## src/rtl/eth_fifo_pkg.sv

```systemverilog
// Shared types and constants for the Ethernet async FIFO read-side logic.
package eth_fifo_pkg;

   typedef enum logic [1:0] {
      IDLE    = 2'd0,
      ACTIVE  = 2'd1,
      DISCARD = 2'd2
   } rd_state_t;

   localparam int unsigned FIFO_RD_LATENCY = 1;

   // One slot per cycle of read latency plus the entry being presented.
   localparam int unsigned PREFETCH_DEPTH = FIFO_RD_LATENCY + 1;

endpackage

```

## src/rtl/fifo_rd_prefetch_buf.sv

```systemverilog
// Two-entry register buffer that absorbs FIFO read latency; head entry drives dout.
module fifo_rd_prefetch_buf
   import eth_fifo_pkg::*;
#(
   parameter int WIDTH = 9
) (
   input  logic             clk,
   input  logic             reset_n,
   input  logic             push,
   input  logic             pop,
   input  logic [WIDTH-1:0] din,
   output logic [WIDTH-1:0] dout,
   output logic [1:0]       count
);

   logic [WIDTH-1:0] head_q, head_d;
   logic [WIDTH-1:0] tail_q, tail_d;
   logic [1:0]       count_q, count_d;
   logic             pop_ok, push_ok;

   always_comb begin
      pop_ok  = pop && (count_q != 2'd0);
      push_ok = push && ((count_q != 2'(PREFETCH_DEPTH)) || pop_ok);
      head_d  = head_q;
      tail_d  = tail_q;
      count_d = count_q;
      case ({push_ok, pop_ok})
         2'b10: begin
            if (count_q == 2'd0) begin
               head_d = din;
            end else begin
               tail_d = din;
            end
            count_d = count_q + 2'd1;
         end
         2'b01: begin
            head_d  = tail_q;
            count_d = count_q - 2'd1;
         end
         2'b11: begin
            // Simultaneous push/pop: the new entry lands behind whatever remains.
            if (count_q == 2'd1) begin
               head_d = din;
            end else begin
               head_d = tail_q;
               tail_d = din;
            end
         end
         default: ;
      endcase
   end

   always_ff @(posedge clk or negedge reset_n) begin
      if (!reset_n) begin
         head_q  <= '0;
         tail_q  <= '0;
         count_q <= 2'd0;
      end else begin
         head_q  <= head_d;
         tail_q  <= tail_d;
         count_q <= count_d;
      end
   end

   assign dout  = head_q;
   assign count = count_q;

endmodule

```

## src/rtl/fifo_axis_rd_adapter.sv

```systemverilog
// Pops {tlast, tdata} entries from the async FIFO read side and streams them as an
// AXI-Stream master, truncating frames longer than MAX_FRAME_LEN and discarding their tail.
module fifo_axis_rd_adapter
   import eth_fifo_pkg::*;
#(
   parameter  int DATA_WIDTH    = 8,
   parameter  int MAX_FRAME_LEN = 1518,
   localparam int LEN_W         = $clog2(MAX_FRAME_LEN + 1)
) (
   input  logic                  clk,
   input  logic                  reset_n,
   input  logic [DATA_WIDTH:0]   fifo_rd_data,
   input  logic                  fifo_empty,
   output logic                  fifo_rd_en,
   output logic [DATA_WIDTH-1:0] m_axis_tdata,
   output logic                  m_axis_tvalid,
   output logic                  m_axis_tlast,
   input  logic                  m_axis_tready,
   output logic                  frame_done,
   output logic [LEN_W-1:0]      frame_len,
   output logic                  frame_err
);

   localparam logic [LEN_W-1:0] MAX_LEN = LEN_W'(MAX_FRAME_LEN);

   rd_state_t             state_q, state_d;
   logic [LEN_W-1:0]      beat_cnt_q, beat_cnt_d;
   logic [LEN_W-1:0]      frame_len_q, frame_len_d;
   logic                  frame_done_q, frame_done_d;
   logic                  frame_err_q, frame_err_d;
   logic                  inflight_q;

   logic [DATA_WIDTH:0]   head;
   logic [1:0]            buf_count;
   logic                  head_last, tvalid, force_last, beat, pop;
   logic [2:0]            occupancy;
   logic [LEN_W-1:0]      cnt_inc;

   fifo_rd_prefetch_buf #(
      .WIDTH (DATA_WIDTH + 1)
   ) u_prefetch (
      .clk     (clk),
      .reset_n (reset_n),
      .push    (inflight_q),
      .pop     (pop),
      .din     (fifo_rd_data),
      .dout    (head),
      .count   (buf_count)
   );

   always_comb begin
      head_last  = head[DATA_WIDTH];
      tvalid     = (buf_count != 2'd0) && (state_q != DISCARD);
      force_last = tvalid && (state_q == ACTIVE) && !head_last &&
                   ((beat_cnt_q + LEN_W'(1)) == MAX_LEN);
      beat       = tvalid && m_axis_tready;
      pop        = beat || ((state_q == DISCARD) && (buf_count != 2'd0));
      occupancy  = {1'b0, buf_count} + {2'b00, inflight_q};
      cnt_inc    = (beat_cnt_q == MAX_LEN) ? beat_cnt_q : beat_cnt_q + LEN_W'(1);
      // A slot freed by this cycle's pop counts as room so streaming keeps 1 beat/clk;
      // reset_n gating stops the FIFO being popped while the block is held in reset.
      fifo_rd_en = reset_n && !fifo_empty &&
                   (occupancy < (3'(PREFETCH_DEPTH) + {2'b00, pop}));
   end

   always_comb begin
      state_d      = state_q;
      beat_cnt_d   = beat_cnt_q;
      frame_len_d  = frame_len_q;
      frame_done_d = 1'b0;
      frame_err_d  = 1'b0;
      case (state_q)
         IDLE: begin
            if (beat) begin
               if (head_last) begin
                  frame_len_d  = LEN_W'(1);
                  frame_done_d = 1'b1;
                  beat_cnt_d   = '0;
               end else begin
                  beat_cnt_d = LEN_W'(1);
                  state_d    = ACTIVE;
               end
            end
         end
         ACTIVE: begin
            if (beat) begin
               if (head_last) begin
                  frame_len_d  = cnt_inc;
                  frame_done_d = 1'b1;
                  beat_cnt_d   = '0;
                  state_d      = IDLE;
               end else if (force_last) begin
                  frame_len_d  = MAX_LEN;
                  frame_done_d = 1'b1;
                  frame_err_d  = 1'b1;
                  beat_cnt_d   = '0;
                  state_d      = DISCARD;
               end else begin
                  beat_cnt_d = cnt_inc;
               end
            end
         end
         DISCARD: begin
            if (pop && head_last) begin
               state_d = IDLE;
            end
         end
         default: state_d = IDLE;
      endcase
   end

   always_ff @(posedge clk or negedge reset_n) begin
      if (!reset_n) begin
         state_q      <= IDLE;
         beat_cnt_q   <= '0;
         frame_len_q  <= '0;
         frame_done_q <= 1'b0;
         frame_err_q  <= 1'b0;
         inflight_q   <= 1'b0;
      end else begin
         state_q      <= state_d;
         beat_cnt_q   <= beat_cnt_d;
         frame_len_q  <= frame_len_d;
         frame_done_q <= frame_done_d;
         frame_err_q  <= frame_err_d;
         inflight_q   <= fifo_rd_en;
      end
   end

   assign m_axis_tvalid = tvalid;
   assign m_axis_tdata  = head[DATA_WIDTH-1:0];
   assign m_axis_tlast  = tvalid && (head_last || force_last);
   assign frame_done    = frame_done_q;
   assign frame_len     = frame_len_q;
   assign frame_err     = frame_err_q;

endmodule

```

## config.mk

```make
export PLATFORM = sky130hd
export DESIGN_NAME = fifo_axis_rd_adapter
export DESIGN_NICKNAME = d
export VERILOG_FILES = /design/src/rtl/eth_fifo_pkg.sv /design/src/rtl/fifo_rd_prefetch_buf.sv /design/src/rtl/fifo_axis_rd_adapter.sv
export SDC_FILE = /design/constraint.sdc
export NUM_CORES = 1
export LEC_CHECK = 0
export CAP_MARGIN = 20
export CORE_ASPECT_RATIO = 0.5
export CORE_MARGIN = 5
export CORE_UTILIZATION = 50
export DETAILED_ROUTE_END_ITERATION = 12
export PLACE_DENSITY = 0.83
export SKIP_LAST_GASP = 1
export SYNTH_ARGS = -nofsm -noshare
export SYNTH_HDL_FRONTEND = slang
export SYNTH_SLANG_ARGS = --single-unit
```

## constraint.sdc

```tcl
create_clock -name clk -period 6.3 [get_ports clk]
set_input_delay 1.26 -clock clk [delete_from_list [all_inputs] [get_ports clk]]
set_output_delay 1.26 -clock clk [all_outputs]
set_load 0.005 [all_outputs]
```

Word level (Yosys, flattened, before mapping)
Index checks and enable logic that the tools add are counted.

word-level totals
  register bits = 47
  word-level logic and storage cells = 99
  input bits = 13
  output and inout bits = 24

cells by class
  mux-type cells = 36
  eq/ne operators = 19
  reductions and logical operators = 29
  magnitude comparators = 1
  $add $sub $neg = 5

operators with widths
  operator                                                                 count
  11-bit two-way mux                                                       10
  11-bit one-hot mux with 2 select lines                                   2
  9-bit two-way mux                                                        4
  9-bit one-hot mux with 3 select lines                                    1
  11-bit == test, second input constant                                    2
  9-bit one-hot mux with 2 select lines                                    1
  2-bit inequality test, second input constant                             7
  1-bit logical AND                                                        12
  2-bit two-way mux                                                        6
  11-bit by 1-bit adder with 11-bit output, second input constant          1
  5-bit AND reduction                                                      2
  1-bit two-way mux                                                        9
  2-bit nonzero test                                                       4
  2-bit by 1-bit == test with 1-bit output, second input constant          3
  2-bit == test, second input constant                                     3
  2-bit by 1-bit inequality test with 1-bit output, second input constant  3
  2-bit one-hot mux with 3 select lines                                    1
  3-bit AND reduction                                                      2
  2-bit zero test                                                          2
  2-bit one-hot mux with 2 select lines                                    1
  2-bit by 1-bit adder with 3-bit output                                   1
  2-bit by 1-bit adder with 3-bit output, first input constant             1
  1-bit logical OR                                                         3
  3-bit < comparator                                                       1
  7 further kinds                                                          8

Logic depth before layout (Yosys ltp)
  word-level depth = 10
  depth in mapped cells = 10
  gate-level depth less buffers = 8

By module
Synthesis repeated with hierarchy kept, for this count alone.

second synthesis, totals
  cell total of the unflattened synthesis = 283
  area total of the unflattened synthesis = 2,697.6 µm²

by module, submodules not included
  module                cells each  seq. area each (µm²)  times used  area each (µm²)
  fifo_axis_rd_adapter  191         675.6                 1           1,686.6
  fifo_rd_prefetch_buf  92          500.5                 1           1,011.0

Worst setup path after synthesis
No wires, ideal clock.

  kind = register -> output
  from = register beat_cnt_q[1]
  to = output m_axis_tlast
  setup slack = 2.751 ns
  data arrival time = 2.289 ns
  stages on the path, launching flop included = 8
  path buffers = 1
  data required time = 5.040 ns
  path through = dfrtp_1 -> ha_1 -> buf_2 -> xnor2_1 -> or4b_1 -> or3_1 -> o41a_1 -> nor3_1

on the way
  word-level cells in the longest chain between the ends = 5

ends and longest elaborated chain
  item                                      line                         RTL
  start, declared                           fifo_axis_rd_adapter.sv:27   logic [LEN_W-1:0] beat_cnt_q, beat_cnt_d;
  start signal, assigned                    fifo_axis_rd_adapter.sv:122  beat_cnt_q <= beat_cnt_d;
  11-bit by 1-bit adder with 11-bit output  fifo_axis_rd_adapter.sv:55   ((beat_cnt_q + LEN_W'(1)) == MAX_LEN);
  11-bit == test                            fifo_axis_rd_adapter.sv:55
  1-bit logical AND                         fifo_axis_rd_adapter.sv:54   force_last = tvalid && (state_q == ACTIVE) && !head_last &&
  1-bit logical OR                          fifo_axis_rd_adapter.sv:132  assign m_axis_tlast = tvalid && (head_last || force_last);
  1-bit logical AND                         fifo_axis_rd_adapter.sv:132
  end, declared                             fifo_axis_rd_adapter.sv:17   output logic m_axis_tlast,

No other way between the ends.

Final worst setup path
  from = register beat_cnt_q[0]
  to = output m_axis_tlast

The elaborated chain is that of the path after synthesis.

==> results.yml <==
synthesis:
  synth_adder_area_share_pct: 3.939
  synthArstFlopShare_pct: 100.0
  synth_top_family_by_area: "compound AO/OA/AOI/OAI gates"
  synth_edf_count: 0
  syn_inst: 250
  synth-compound-area-share_pct: 20.78
  synth_fp_nets: 271
  synth_seq_cells: 47
  yosysWarnings: 0
  synthMuxAreaShare_pct: 3.988
  ys_types: 49
  synthSimpleGateAreaFrac_pct: 15.56
  synth-seq-area-share_pct: 46.28
  synth-xor-area-share_pct: 3.447
  avgSynthCellArea_sq_um: 10.16
  synth_area_sq_um: 2541
  yosys_most_used_dff: "dfrtp_1"
layout:
  diodes: 0
  drive_gt1_share_pct: 9.124
  area_delta_synth_final_pct: 16.84
  final_area_sq_um: 2969
  post-route-util_pct: 60.20
  final_common_cell: "dfrtp_1"
  nFillCells: 416
  layout.nets: 294
  layout_common_cells: "dfrtp_1, clkdlybuf4s50_1, nand2_1, a22o_1, nor2_1"
sta:
  setup-tns-final_ps: 0
  setup-violations-final: 0
  rsz0062_at_grt: "no"
  worst_pin_slew_ps: 970.8
  whs_ps: 505.7
  finalClockSkew_ps: 3.960
  period_share_pct: 72.61
  maxSlewViolCount: 0
  finalHoldViolations: 0
  post-route-min-period_ps: 4575
  relSlewSlack_pct: 34.98
  timing.fmax_mhz: 218.6
placed_design:
  place_congestion: 0.9136
  placed_area_sq_um: 2873
  portBuffers: 36
  dp_hpwl_microns: 3979
global_route:
  grt.total_usage_pct: 17.97
  antenna_found_initial: 0
  grt_pass1_wl_microns: 9625
  grt_overflow_total: 0
  grt_max_degree: 49
  grt_pass1_vias: 2020
routing:
  viasPerCell: 5.831
  vias: 2006
  wl_per_cell_microns: 16.30
  ant_nets: 0
  remaining_drc_errors: 0
  drtIter0Drc: 115
  wl_microns: 5607
  firstDrtPassIters: 4
setup_path:
  regToRegSetupSlack_ps: 3220
  critPathRequiredTime_ps: 5040
  worstSetupEndpointType: "output pin"
  r2r_start: "beat_cnt_q[0]"
  cp_slowest_stage_delay_ps: 550
  cp-start-kind: "register"
  worstSetupPathType: "reg -> out"
  cp_data_arrival_time_ps: 3310
  rr_endpoint: "frame_len[0]"
  cp_max_fo: 10
  crit_chain: "ha_1 -> xnor2_1 -> or4b_1 -> or3_1 -> o41a_1 -> nor3_1 -> clkdlybuf4s50_1"
  rr_worst_depth: 8
  cp_slowest_cell: "dfrtp_1"
worst_hold_path:
  holdPathEnd: "frame_len[9]"
  min_from: "frame_len[9]"
  holdCritPathClass: "reg -> reg"
  worstHoldPathCells: 1
clock_network:
  clk_pin_slew_ps: 100
  cts_hold_buffers: 0
  post_cts_buffers: 0
  cts_buffers: 5
  clock-sinks: 47
  cts_buffer_depth: 2
  cts_tree: "done"
  clk_latency_ps: 310
  clockRootBuffer: "clkbuf_8"
  ctsResizeCount: 0
  cts_htree_levels: 2
floorplanning:
  die_y_microns: 60.41
  core_sq_um: 4932
  rows: 18
  ioPinCount: 37
  dieArea_sq_um: 6695
  die_w_microns: 110.8
  start_util_pct: 51.52
power:
  pwr-share-clk_pct: 15.6
  switching_power_w: 0.0004816
  p_seq_share_pct: 40.4
  p_per_area_nw_per_um2: 433.0
  swShare_pct: 37.46
  p_leak_nw: 1.266
  vdd_ir_drop_max_v: 0.0002059
  intPower_w: 0.0008042
  comb_power_share_pct: 44.1
  power.total_w: 0.001286
job:
  max_cap_viol_count: 0
outcome:
  outcome: "finished, final reports clean"
[registers in the layout, summed over array words and instances, names as in the netlist]
name,count
u_prefetch.count,2
frame_len,11
frame_err,1
state_q,2
beat_cnt_q,11
u_prefetch.dout,9
inflight_q,1
u_prefetch.tail_q,9
frame_done,1
[how the worst max path moves through the flow]
stage,from,to,slack [ps],cells after the start
5_1_grt,beat_cnt_q[0],m_axis_tlast,1470,7
3_5_place_dp,m_axis_tready,fifo_rd_en,2080,6
2_1_floorplan,beat_cnt_q[1],m_axis_tlast,2750,7
4_1_cts,beat_cnt_q[0],m_axis_tlast,1730,7
3_3_place_gp,m_axis_tready,fifo_rd_en,2090,6
6_report,beat_cnt_q[0],m_axis_tlast,1730,7
[power groups by stage]
stage / sequential (W) / combinational, W / clock [W]
floorplan: 0.000480 / 0.000418 / 0
detailed placement: 0.000523 / 0.000567 / 0
global placement: 0.000513 / 0.000552 / 0
finish: 0.000519 / 0.000567 / 0.000200
CTS: 0.000518 / 0.000572 / 0.000203
global route: 0.000537 / 0.000633 / 0.000216
[kinds of logic (layout without fill, tap and decap cells)]
family / count (synthesis) / after routing
flops: 47 / 47
simple gates: 77 / 77
fa+ha+maj: 8 / 8
compound gates: 69 / 69
buf+inv: 30 / 54
xor+xnor: 10 / 10
mux: 9 / 9
[cell usage after synthesis, types with 3 or more instances]
| master | instances | area, sq um |
|---|---|---|
| a21o_1 | 9 | 67.56 |
| a21oi_1 | 11 | 55.05 |
| a22o_1 | 17 | 148.9 |
| buf_4 | 8 | 60.06 |
| clkbuf_1 | 8 | 30.03 |
| dfrtp_1 | 47 | 1176 |
| ha_1 | 8 | 100.1 |
| inv_1 | 9 | 33.78 |
| mux2_2 | 9 | 101.4 |
| nand2_1 | 21 | 78.83 |
| nand2b_1 | 4 | 25.02 |
| nand3_1 | 9 | 45.04 |
| nand4_1 | 3 | 18.77 |
| nor2_1 | 13 | 48.80 |
| nor2b_1 | 3 | 18.77 |
| nor3_1 | 7 | 35.03 |
| o21ai_0 | 4 | 20.02 |
| o22ai_1 | 4 | 25.02 |
| o31ai_1 | 8 | 60.06 |
| or3_1 | 5 | 31.28 |
| xnor2_1 | 7 | 61.31 |
| xor2_1 | 3 | 26.28 |
[layer usage]
metal | global-route usage, % | vias to the layer above | part of all wire [%]
li1 | - | 954 | -
met1 | 22.99 | 989 | 46
met2 | 31.12 | 53 | 48
met3 | 4.283 | 10 | 4.9
met4 | 5.965 | 0 | 1.6
met5 | 0 | - | 0
[layout make-up]
type | count | area [sq um] | area share, %
multi-input combinational | 173 | 1212 | 40.83
inverter | 9 | 33.78 | 1.138
clock buffer | 5 | 68.82 | 2.318
tap | 70 | 87.58 | 2.950
clock inverter | 3 | 27.53 | 0.9271
timing repair buffer | 37 | 362.8 | 12.22
sequential | 47 | 1176 | 39.61
[per-stage QoR]
step | setup WS (ps) | cells
final | 1725 | 344
after global routing | 1466 | 344
after CTS | 1730 | 344
after detailed placement | 2081 | 336
after global placement | 2090 | 336
after floorplan | 2751 | 250
[worst max-delay path: cells and delay by family (launching register included)]
kind                     cells  cell delay [ps]
AND/OR/NAND/NOR              3             1020
flip-flops                   1              550
buffers and inverters        1              520
adder cells (fa/ha/maj)      1              410
AO/OA/AOI/OAI                1              380
XOR/XNOR                     1              130
Note: power is estimated with default switching activity, not from simulation.
